<file path="src/rtl/cpu_pkg.sv">
// cpu_pkg: opcode/state types and instruction field extraction shared by the core
package cpu_pkg;
  typedef enum logic [2:0] {OP_HALT, OP_ADD, OP_SUB, OP_AND, OP_LDI, OP_BRZ, OP_JMP, OP_NOP} opcode_t;
  typedef enum logic [1:0] {ST_WAIT, ST_FETCH, ST_EXEC, ST_HALTED} state_t;
  function automatic logic [63:0] fmask(input int w);
    return (64'd1 << w) - 64'd1;
  endfunction
  function automatic logic [63:0] f_op(input logic [63:0] i, input int rw);
    return (i >> (3 * rw)) & 64'd7;
  endfunction
  function automatic logic [63:0] f_ra(input logic [63:0] i, input int rw);
    return (i >> (2 * rw)) & fmask(rw);
  endfunction
  function automatic logic [63:0] f_rb(input logic [63:0] i, input int rw);
    return (i >> rw) & fmask(rw);
  endfunction
  function automatic logic [63:0] f_rd(input logic [63:0] i, input int rw);
    return i & fmask(rw);
  endfunction
  function automatic logic [63:0] f_tgt(input logic [63:0] i, input int rw);
    return i & fmask(2 * rw);
  endfunction
  function automatic logic [63:0] f_imm(input logic [63:0] i, input int rw);
    return (i >> rw) & fmask(2 * rw);
  endfunction
endpackage

</file>
<file path="src/rtl/cpu_regfile.sv">
// cpu_regfile: register file with two operand read ports, a debug read port and one write port
module cpu_regfile #(
  parameter int DATA_W = 6,
  parameter int NUM_REGS = 8,
  localparam int RIDX_W = $clog2(NUM_REGS)
) (
  input  logic              clk,
  input  logic              rst_n,
  input  logic              we,
  input  logic [RIDX_W-1:0] wa,
  input  logic [DATA_W-1:0] wd,
  input  logic [RIDX_W-1:0] ra,
  input  logic [RIDX_W-1:0] rb,
  input  logic [RIDX_W-1:0] rdbg,
  output logic [DATA_W-1:0] qa,
  output logic [DATA_W-1:0] qb,
  output logic [DATA_W-1:0] qdbg
);
  logic [DATA_W-1:0] r [NUM_REGS];
  always_ff @(posedge clk or negedge rst_n)
    if (!rst_n) r <= '{default: '0};
    else if (we) r[wa] <= wd;
  assign qa = r[ra];
  assign qb = r[rb];
  assign qdbg = r[rdbg];
endmodule

</file>
<file path="src/rtl/cpu_core.sv">
// cpu_core: multi-cycle processor with tick/step advance, breakpoint halt/resume and retire counter
module cpu_core import cpu_pkg::*; #(
  parameter int DATA_W = 6,
  parameter int NUM_REGS = 8,
  parameter int IMEM_DEPTH = 64,
  parameter int CNT_W = 16,
  localparam int RIDX_W = $clog2(NUM_REGS),
  localparam int AW = $clog2(IMEM_DEPTH),
  localparam int IW = 3 + 3 * RIDX_W
) (
  input  logic              clk,
  input  logic              rst_n,
  input  logic              tick,
  input  logic              step_mode,
  input  logic              step,
  input  logic              resume,
  input  logic              bp_en,
  input  logic [AW-1:0]     bp_addr,
  output logic [AW-1:0]     imem_addr,
  input  logic [IW-1:0]     imem_data,
  input  logic [RIDX_W-1:0] dbg_sel,
  output logic [DATA_W-1:0] dbg_data,
  output logic [AW-1:0]     pc,
  output logic [IW-1:0]     ir,
  output logic [DATA_W-1:0] alu_out,
  output logic              halted,
  output logic [CNT_W-1:0]  retired
);
  state_t state, nxt;
  opcode_t op;
  logic bp_skip, halt_bp, adv, bp_hit, jump, we;
  logic [RIDX_W-1:0] ra, rb, rd;
  logic [DATA_W-1:0] a, b, imm, res;
  logic [AW-1:0] tgt, pc_inc;
  logic [63:0] iw;
  assign iw = 64'(imem_data);
  assign op = opcode_t'(3'(f_op(iw, RIDX_W)));
  assign ra = RIDX_W'(f_ra(iw, RIDX_W));
  assign rb = RIDX_W'(f_rb(iw, RIDX_W));
  assign rd = RIDX_W'(f_rd(iw, RIDX_W));
  assign tgt = AW'(f_tgt(iw, RIDX_W));
  assign imm = DATA_W'(f_imm(iw, RIDX_W));
  cpu_regfile #(.DATA_W(DATA_W), .NUM_REGS(NUM_REGS)) u_rf (
    .clk(clk), .rst_n(rst_n), .we(we), .wa(rd), .wd(res), .ra(ra), .rb(rb),
    .rdbg(dbg_sel), .qa(a), .qb(b), .qdbg(dbg_data)
  );
  assign imem_addr = pc;
  assign halted = state == ST_HALTED;
  assign adv = step_mode ? step : tick;
  assign bp_hit = bp_en && pc == bp_addr && !bp_skip;
  assign pc_inc = pc == AW'(IMEM_DEPTH - 1) ? '0 : pc + AW'(1);
  // Operands are decoded straight from imem_data during EXEC; ir only records it
  always_comb begin
    res = op == OP_ADD ? a + b : op == OP_SUB ? a - b : op == OP_AND ? a & b : imm;
    we = state == ST_EXEC && op inside {OP_ADD, OP_SUB, OP_AND, OP_LDI};
    jump = op == OP_JMP || (op == OP_BRZ && a == '0);
    nxt = state;
    if (state == ST_WAIT && adv) nxt = bp_hit ? ST_HALTED : ST_FETCH;
    if (state == ST_FETCH) nxt = ST_EXEC;
    if (state == ST_EXEC) nxt = op == OP_HALT ? ST_HALTED : ST_WAIT;
    if (state == ST_HALTED && resume) nxt = ST_WAIT;
  end
  always_ff @(posedge clk or negedge rst_n)
    if (!rst_n) begin
      state <= ST_WAIT;
      pc <= '0;
      ir <= '0;
      alu_out <= '0;
      retired <= '0;
      bp_skip <= 1'b0;
      halt_bp <= 1'b0;
    end else begin
      state <= nxt;
      if (state == ST_WAIT && adv) begin
        if (bp_hit) halt_bp <= 1'b1;
        else bp_skip <= 1'b0;
      end
      if (state == ST_EXEC) begin
        ir <= imem_data;
        retired <= retired + CNT_W'(1);
        if (we) alu_out <= res;
        if (op == OP_HALT) halt_bp <= 1'b0;
        else pc <= jump ? tgt : pc_inc;
      end
      // A breakpoint halt re-enters the same pc once; a HALT opcode moves past it
      if (state == ST_HALTED && resume) begin
        if (halt_bp) bp_skip <= 1'b1;
        else pc <= pc_inc;
      end
    end
endmodule
</file>
<file path="config.mk">
export PLATFORM = sky130hd
export DESIGN_NAME = cpu_core
export DESIGN_NICKNAME = d
export VERILOG_FILES = /design/src/rtl/cpu_pkg.sv /design/src/rtl/cpu_regfile.sv /design/src/rtl/cpu_core.sv
export SDC_FILE = /design/constraint.sdc
export NUM_CORES = 1
export LEC_CHECK = 0
export BUFFER_PORTS_ARGS = -buffer_cell sky130_fd_sc_hd__buf_2
export CAP_MARGIN = 10
export CORE_ASPECT_RATIO = 2
export CORE_UTILIZATION = 55
export CTS_CLUSTER_DIAMETER = 60
export DETAILED_ROUTE_END_ITERATION = 12
export GPL_TIMING_DRIVEN = 0
export PLACE_DENSITY_LB_ADDON = 0.3
export SLEW_MARGIN = 20
export SYNTH_ARGS = -nofsm -noshare
export SYNTH_HDL_FRONTEND = slang
export SYNTH_HIERARCHICAL = 1
export SYNTH_SLANG_ARGS = --single-unit
</file>
<file path="constraint.sdc">
create_clock -name clk -period 6.65 [get_ports clk]
set_input_delay 0.3325 -clock clk [delete_from_list [all_inputs] [get_ports clk]]
set_output_delay 0.3325 -clock clk [all_outputs]
set_load 0.01 [all_outputs]
</file>
; After elaboration in Yosys (flattened, before gate mapping)
; Index checks and enable logic that the tools add are counted.
[word_totals]
ff_bits = 92
latchBits = 0
ram_bits = 0
romBits = 0
input_bits = 28
n_memories = 0
[classes]
add_sub_neg = 4
n_mul = 0
div_mod_pow = 0
magnitude_cmp = 5
eq_ne = 11
shifts = 0
muxes = 36
bitwise = 5
reduce_logical = 15
[ops]
columns = operator, count
row1 = 2-to-1 mux 6 bit, 16
row2 = binary-select mux 6 bit (select 3 bit), 3
row3 = bitwise mux 48 bit, 1
row4 = demux 6 bit (select 3 bit), 1
row5 = adder 16 x 1 -> 16 bit (second input constant), 1
row6 = >= comparator 4 bit (second input constant), 4
row7 = inverter 3 -> 4 bit, 4
row8 = 2-to-1 mux 2 bit, 6
row9 = == test 3 bit (second input constant), 3
row10 = 2-to-1 mux 1 bit, 9
row11 = nonzero test 4 bit, 2
row12 = logical AND 1 bit, 7
row13 = adder 6 x 1 -> 6 bit (second input constant), 1
row14 = adder 6 bit, 1
row15 = AND 6 bit, 1
row16 = == test 3 x 2 -> 1 bit (second input constant), 2
row17 = == test 6 bit, 1
row18 = == test 6 bit (second input constant), 1
row19 = zero test 6 bit, 1
row20 = subtractor 6 bit, 1
row21 = == test 2 bit (second input constant), 2
row22 = < comparator 4 x 1 -> 1 bit (second input constant), 1
row23 = == test 3 x 1 -> 1 bit (second input constant), 1
row24 = zero test 3 bit, 1
row25 = other kinds (5), 5

; Logic depth before layout (Yosys ltp)
[depth]
depth_word = 12
ltp_mapped = 12

; Modules after synthesis
; The synthesis kept the hierarchy.
[by_module_without_submodules]
columns = mod, instances, cells_each, area_per_inst_um2, seq_area_each_um2
row1 = cpu_regfile, 1, 174, 3067.9, 1201.2
row2 = cpu_core, 1, 298, 2710.1, 1101.1

; Worst setup path before layout
; Ideal clock, no wire load.
[synth_timing]
kind = input -> register
start = input imem_data[6]
end = register alu_out[5]
setup_ns = 0.125
t_arrival_ns = 2.774
required_time_ns = 6.525
path_slack_ns = 3.751
stages = 10
n_path_buf = 1
path_cell_list = buf_6 > mux4_1 > mux2_2 > ha_1 > nand2b_1 > a221oi_1 > o31ai_1 > o221ai_1 > a21bo_2 > mux2_2
[synth_between]
word_cells_on_any_way = 10
classes_between = add/sub (2) / mux (6) / bitwise (2)
[synth_rtl]
columns = element, line_no
row1 = start: declaration, cpu_core.sv:20  ; input logic [IW-1:0] imem_data,
row2 = inverter 3 -> 4 bit (implied by the code) (*), cpu_regfile.sv:23  ; assign qa = r[ra];
row3 = binary-select mux 6 bit (select 3 bit) (*), cpu_regfile.sv:23
row4 = 2-to-1 mux 6 bit (implied by the code) (*) (2 in series), cpu_regfile.sv:23
row5 = named net a[1], cpu_core.sv:33  ; logic [DATA_W-1:0] a, b, imm, res;
row6 = subtractor 6 bit, cpu_core.sv:54  ; res = op == OP_ADD ? a + b : op == OP_SUB ? a - b : op == OP_AND ? a & b : imm;
row7 = 2-to-1 mux 6 bit, cpu_core.sv:54
row8 = 2-to-1 mux 6 bit (*), cpu_core.sv:54
row9 = named net res[5], cpu_core.sv:33
row10 = end signal: assignment, cpu_core.sv:81  ; if (we) alu_out <= res;
row11 = end: declaration, cpu_core.sv:25  ; output logic [DATA_W-1:0] alu_out,
; The timed path passes the listed nets; every way through them passes the cells marked *. The select of a mux whose other input is x is not followed.
; A chain may end at the register's enable or synchronous reset.

; Worst setup path in the final report
[layout_timing]
start = input imem_data[5]
end = register u_rf/r[2] in the netlist's numbering
[layout_between]
word_cells_on_any_way = 11
classes_between = add/sub (2) / mux (7) / bitwise (2)
[layout_rtl]
columns = element, line_no
row1 = inverter 3 -> 4 bit (implied by the code) (*), cpu_regfile.sv:24  ; assign qb = r[rb];
row2 = binary-select mux 6 bit (select 3 bit) (*), cpu_regfile.sv:24
row3 = 2-to-1 mux 6 bit (implied by the code) (*) (2 in series), cpu_regfile.sv:24
row4 = named net b[0], cpu_core.sv:33
row5 = subtractor 6 bit, cpu_core.sv:54
row6 = 2-to-1 mux 6 bit, cpu_core.sv:54
row7 = 2-to-1 mux 6 bit (*), cpu_core.sv:54
row8 = named net res[2], cpu_core.sv:33
row9 = bitwise mux 48 bit (*), cpu_regfile.sv:22  ; else if (we) r[wa] <= wd;
row10 = end signal: indexed assignment, cpu_regfile.sv:22
row11 = end: declaration, cpu_regfile.sv:19  ; logic [DATA_W-1:0] r [NUM_REGS];
; Marked as above.

==> flow_summary_export.csv <==
group,metric,value,unit
yosys,synthArstFlopShare,100,%
route,wl_per_cell,20.0,um
yosys,ys_types,60,
timing,period_needed,3.44,ns
timing,setup-violations-final,0,
route,first_iter_violations,241,
critical_path,regToRegEndpoint,"u_rf/r[31]",
timing,fin_skew,0.0128,ns
route,ant_nets,0,
yosys,ys_seq_area_share,39.8,%
critical_path,arrival,3.71,ns
critical_path,reg2regPathDepth,9,
die,die_area,0.0109,mm2
worst_hold_path,hold_depth,3,
final_layout,final_util,65.9,%
route,route.final.wire_length,14000,um
placed_design,numPortBuffers,78,
clock_network,cts_tree,"yes",
critical_path,end_kind,"flop",
final_layout,diodes,0,
route,dr_wl_met3,637,um
final_layout,mostFrequentLayoutCells,"dfrtp_1 (92), buf_2 (87), mux2_2 (71)",
global_routing,grt_max_degree,52,
route,top_layer,"met4",
final_layout,final_cells,703,
status,status,"finished, final reports clean",
global_routing,antenna_found_initial,0,
critical_path,r2r_start,"u_rf/r[24]",
yosys,synth_flop_cell,"dfrtp_1",
yosys,syn_avg_cell_area,12.2,um2
timing,max_slew.worst_pin.slew,0.957,ns
placed_design,place_area,0.00637,mm2
final_layout,layout_commonest_cell,"dfrtp_1",
die,start_util,56.9,%
yosys,synth.net_count,515,
yosys,ys_seq_elements,92,
final_layout,drive_above_1_share,34.3,%
critical_path,startpoint_type,"primary input",
clock_network,clk_pin_slew,0.06,ns
timing,slew-limit-headroom,35.5,%
timing,period_share,51.7,%
yosys,yosysWarnings,6,
route,post-route-drc-count,0,
clock_network,cts_buffers,9,
die,die_y,147,um
critical_path,worstPathCellList,"buf_2, clkbuf_1, mux4_1, mux2_2, ha_1, fa_1, o221a_2, o21ai_0, mux2_2",
power,p_leak,3.25,nW
critical_path,cp-startpoint,"imem_data[5]",
global_routing,overflow,0,
die,dieWidth,74.5,um
flow_run,max-cap-violations,0,
clock_network,htree_levels,3,
route,met2_length,7650,um
yosys,syn_inst,472,
critical_path,crit_required,6.92,ns
timing,hold_viol_final,0,
route,drt_pass1_iterations,5,
clock_network,clockBufferDepth,2,
critical_path,r2r_setup_slack,3.40,ns
power,p_total,0.00276,W
die,rows,52,
timing,fmaxAchievable,291,MHz
critical_path,crit_type,"in2reg",
clock_network,clkLatencyLatePin,0.35,ns
critical_path,max_stage_delay,0.68,ns
worst_hold_path,hold_class,"in2reg",
route,vias,4294,
timing,finalMaxSlewViolations,0,
timing,rsz0062_at_grt,"false",
route,vias_per_cell,6.11,
final_layout,finalInstanceArea,0.00669,mm2
final_layout,area_growth,15.7,%
placed_design,gp_congestion,0.975,
yosys,syn_area,0.00578,mm2
critical_path,slowest_stage,"o21ai_0",
die,pin_count,81,
final_layout,nets,606,
final_layout,fill_cells,809,
die,core-area,0.0101,mm2
critical_path,cp-endpoint,"u_rf/r[2]",
global_routing,grt_pass1_wl,21900,um
critical_path,worstPathMaxFanout,10,
clock_network,cts.sinks,92,
route,wl_met1,4970,um
yosys,synth_edf_count,0,
global_routing,grt.total_usage,27.2,%
critical_path,worst_path_most_repeated_cell,"mux2_2",
power,ir_worst_vdd,0.243,mV
clock_network,postCtsSetupBuffers,0,
placed_design,dp_cells,686,
clock_network,cts-root-buf,"clkbuf_16",
power,p_per_area,413,mW/mm2
timing,finalSetupTns,0,ns
global_routing,grt_pass1_vias,4330,
placed_design,hpwl,10400,um
## logic make-up after synthesis
family | after synthesis | share of synthesized area, %
DFF | 92 | 39.8
xor gates and xnor gates | 21 | 3.18
and+or+nand+nor | 134 | 12.0
buffers and inverters | 46 | 4.05
AOI/OAI and AO/OA | 56 | 7.06
muxes | 108 | 30.4
adders and majority gates | 15 | 3.51
## worst min path at each step
stage / from / endpoint / slack, ns
6_report: imem_data[0] / ir[0] / 0.23
5_1_grt: imem_data[0] / ir[0] / 0.24
4_1_cts: imem_data[0] / ir[0] / 0.23
3_5_place_dp: rst_n / retired[13] / 0.37
3_3_place_gp: ir[8] / ir[8] / 0.45
2_1_floorplan: rst_n / alu_out[0] / 0.04
## Yosys cell counts, types with 3 or more instances
| cell | number | area share, % |
|---|---|---|
| ha_1 | 13 | 2.8 |
| a21oi_1 | 12 | 1.0 |
| a22o_1 | 3 | 0.45 |
| o21ai_1 | 3 | 0.26 |
| a22oi_1 | 3 | 0.39 |
| clkbuf_1 | 9 | 0.58 |
| nand3_1 | 11 | 0.95 |
| buf_6 | 3 | 0.58 |
| inv_1 | 13 | 0.84 |
| dfrtp_1 | 92 | 40 |
| nor2_1 | 18 | 1.2 |
| nand4b_1 | 3 | 0.45 |
| buf_2 | 10 | 0.87 |
| o221ai_1 | 3 | 0.45 |
| o21ai_0 | 9 | 0.78 |
| xnor2_1 | 15 | 2.3 |
| and3_1 | 6 | 0.65 |
| o32ai_1 | 4 | 0.61 |
| nand4_1 | 3 | 0.32 |
| buf_1 | 3 | 0.19 |
| buf_4 | 7 | 0.91 |
| mux2_2 | 71 | 14 |
| nand2_1 | 56 | 3.6 |
| nor2b_1 | 3 | 0.32 |
| nand2b_1 | 12 | 1.3 |
| nor4bb_1 | 3 | 0.52 |
| mux4_1 | 36 | 16 |
| xor2_1 | 6 | 0.91 |
## critical path, delay by kind of cell
kind | cells | cell delay, ns
buffers and inverters | 2 | 0.73
AOI/OAI and AO/OA | 2 | 0.98
muxes | 3 | 1.00
adders and majority gates | 2 | 0.67
## routing by layer
layer,global-route usage [%],vias to the layer above
li1,-,1963
met1,29.4,2110
met2,47.7,165
met3,4.73,56
met4,16.0,0
met5,0,-
## cell type report
class | instances | area, um2 | share of cell area, %
Clock inverter | 3 | 45.0 | 0.674
Multi-Input combinational cell | 334 | 3250 | 48.6
Tap cell | 135 | 169 | 2.53
Inverter | 14 | 52.6 | 0.786
Clock buffer | 13 | 260 | 3.89
Timing Repair Buffer | 80 | 430 | 6.44
Sequential cell | 92 | 2300 | 34.4
Buffer | 32 | 181 | 2.71
## power breakdown
group | leakage (nW) | total (W) | internal [W] | switching (W)
Clock | 0.142 | 0.000524 | 0.000312 | 0.000212
Sequential | 1.18 | 0.000966 | 0.000781 | 0.000185
Combinational | 1.93 | 0.00127 | 0.000638 | 0.000633
Total | 3.25 | 0.00276 | 0.00173 | 0.00103
## through the flow
step / setup WS [ns] / hold WS (ns)
6_report: 3.21 / 0.230
3_3_place_gp: 2.87 / 0.455
2_1_floorplan: 3.75 / 0.0369
4_1_cts: 3.09 / 0.229
5_1_grt: 2.95 / 0.243
3_5_place_dp: 2.80 / 0.367
## state kept, by name, indices dropped and copies added (netlist names)
name / flops
state: 2
alu_out: 6
imem_addr: 6
ir: 12
retired: 16
u_rf/r: 48
halt_bp: 1
bp_skip: 1
## what timing repair did
item / 4_1_cts / 5_1_grt
endpoints found under the hold margin: 18 / 0
gates resized for setup: 0 / 0
hold buffers: 1 / 0
setup endpoints to repair: 0 / 0
(Power assumes the default switching activity.)
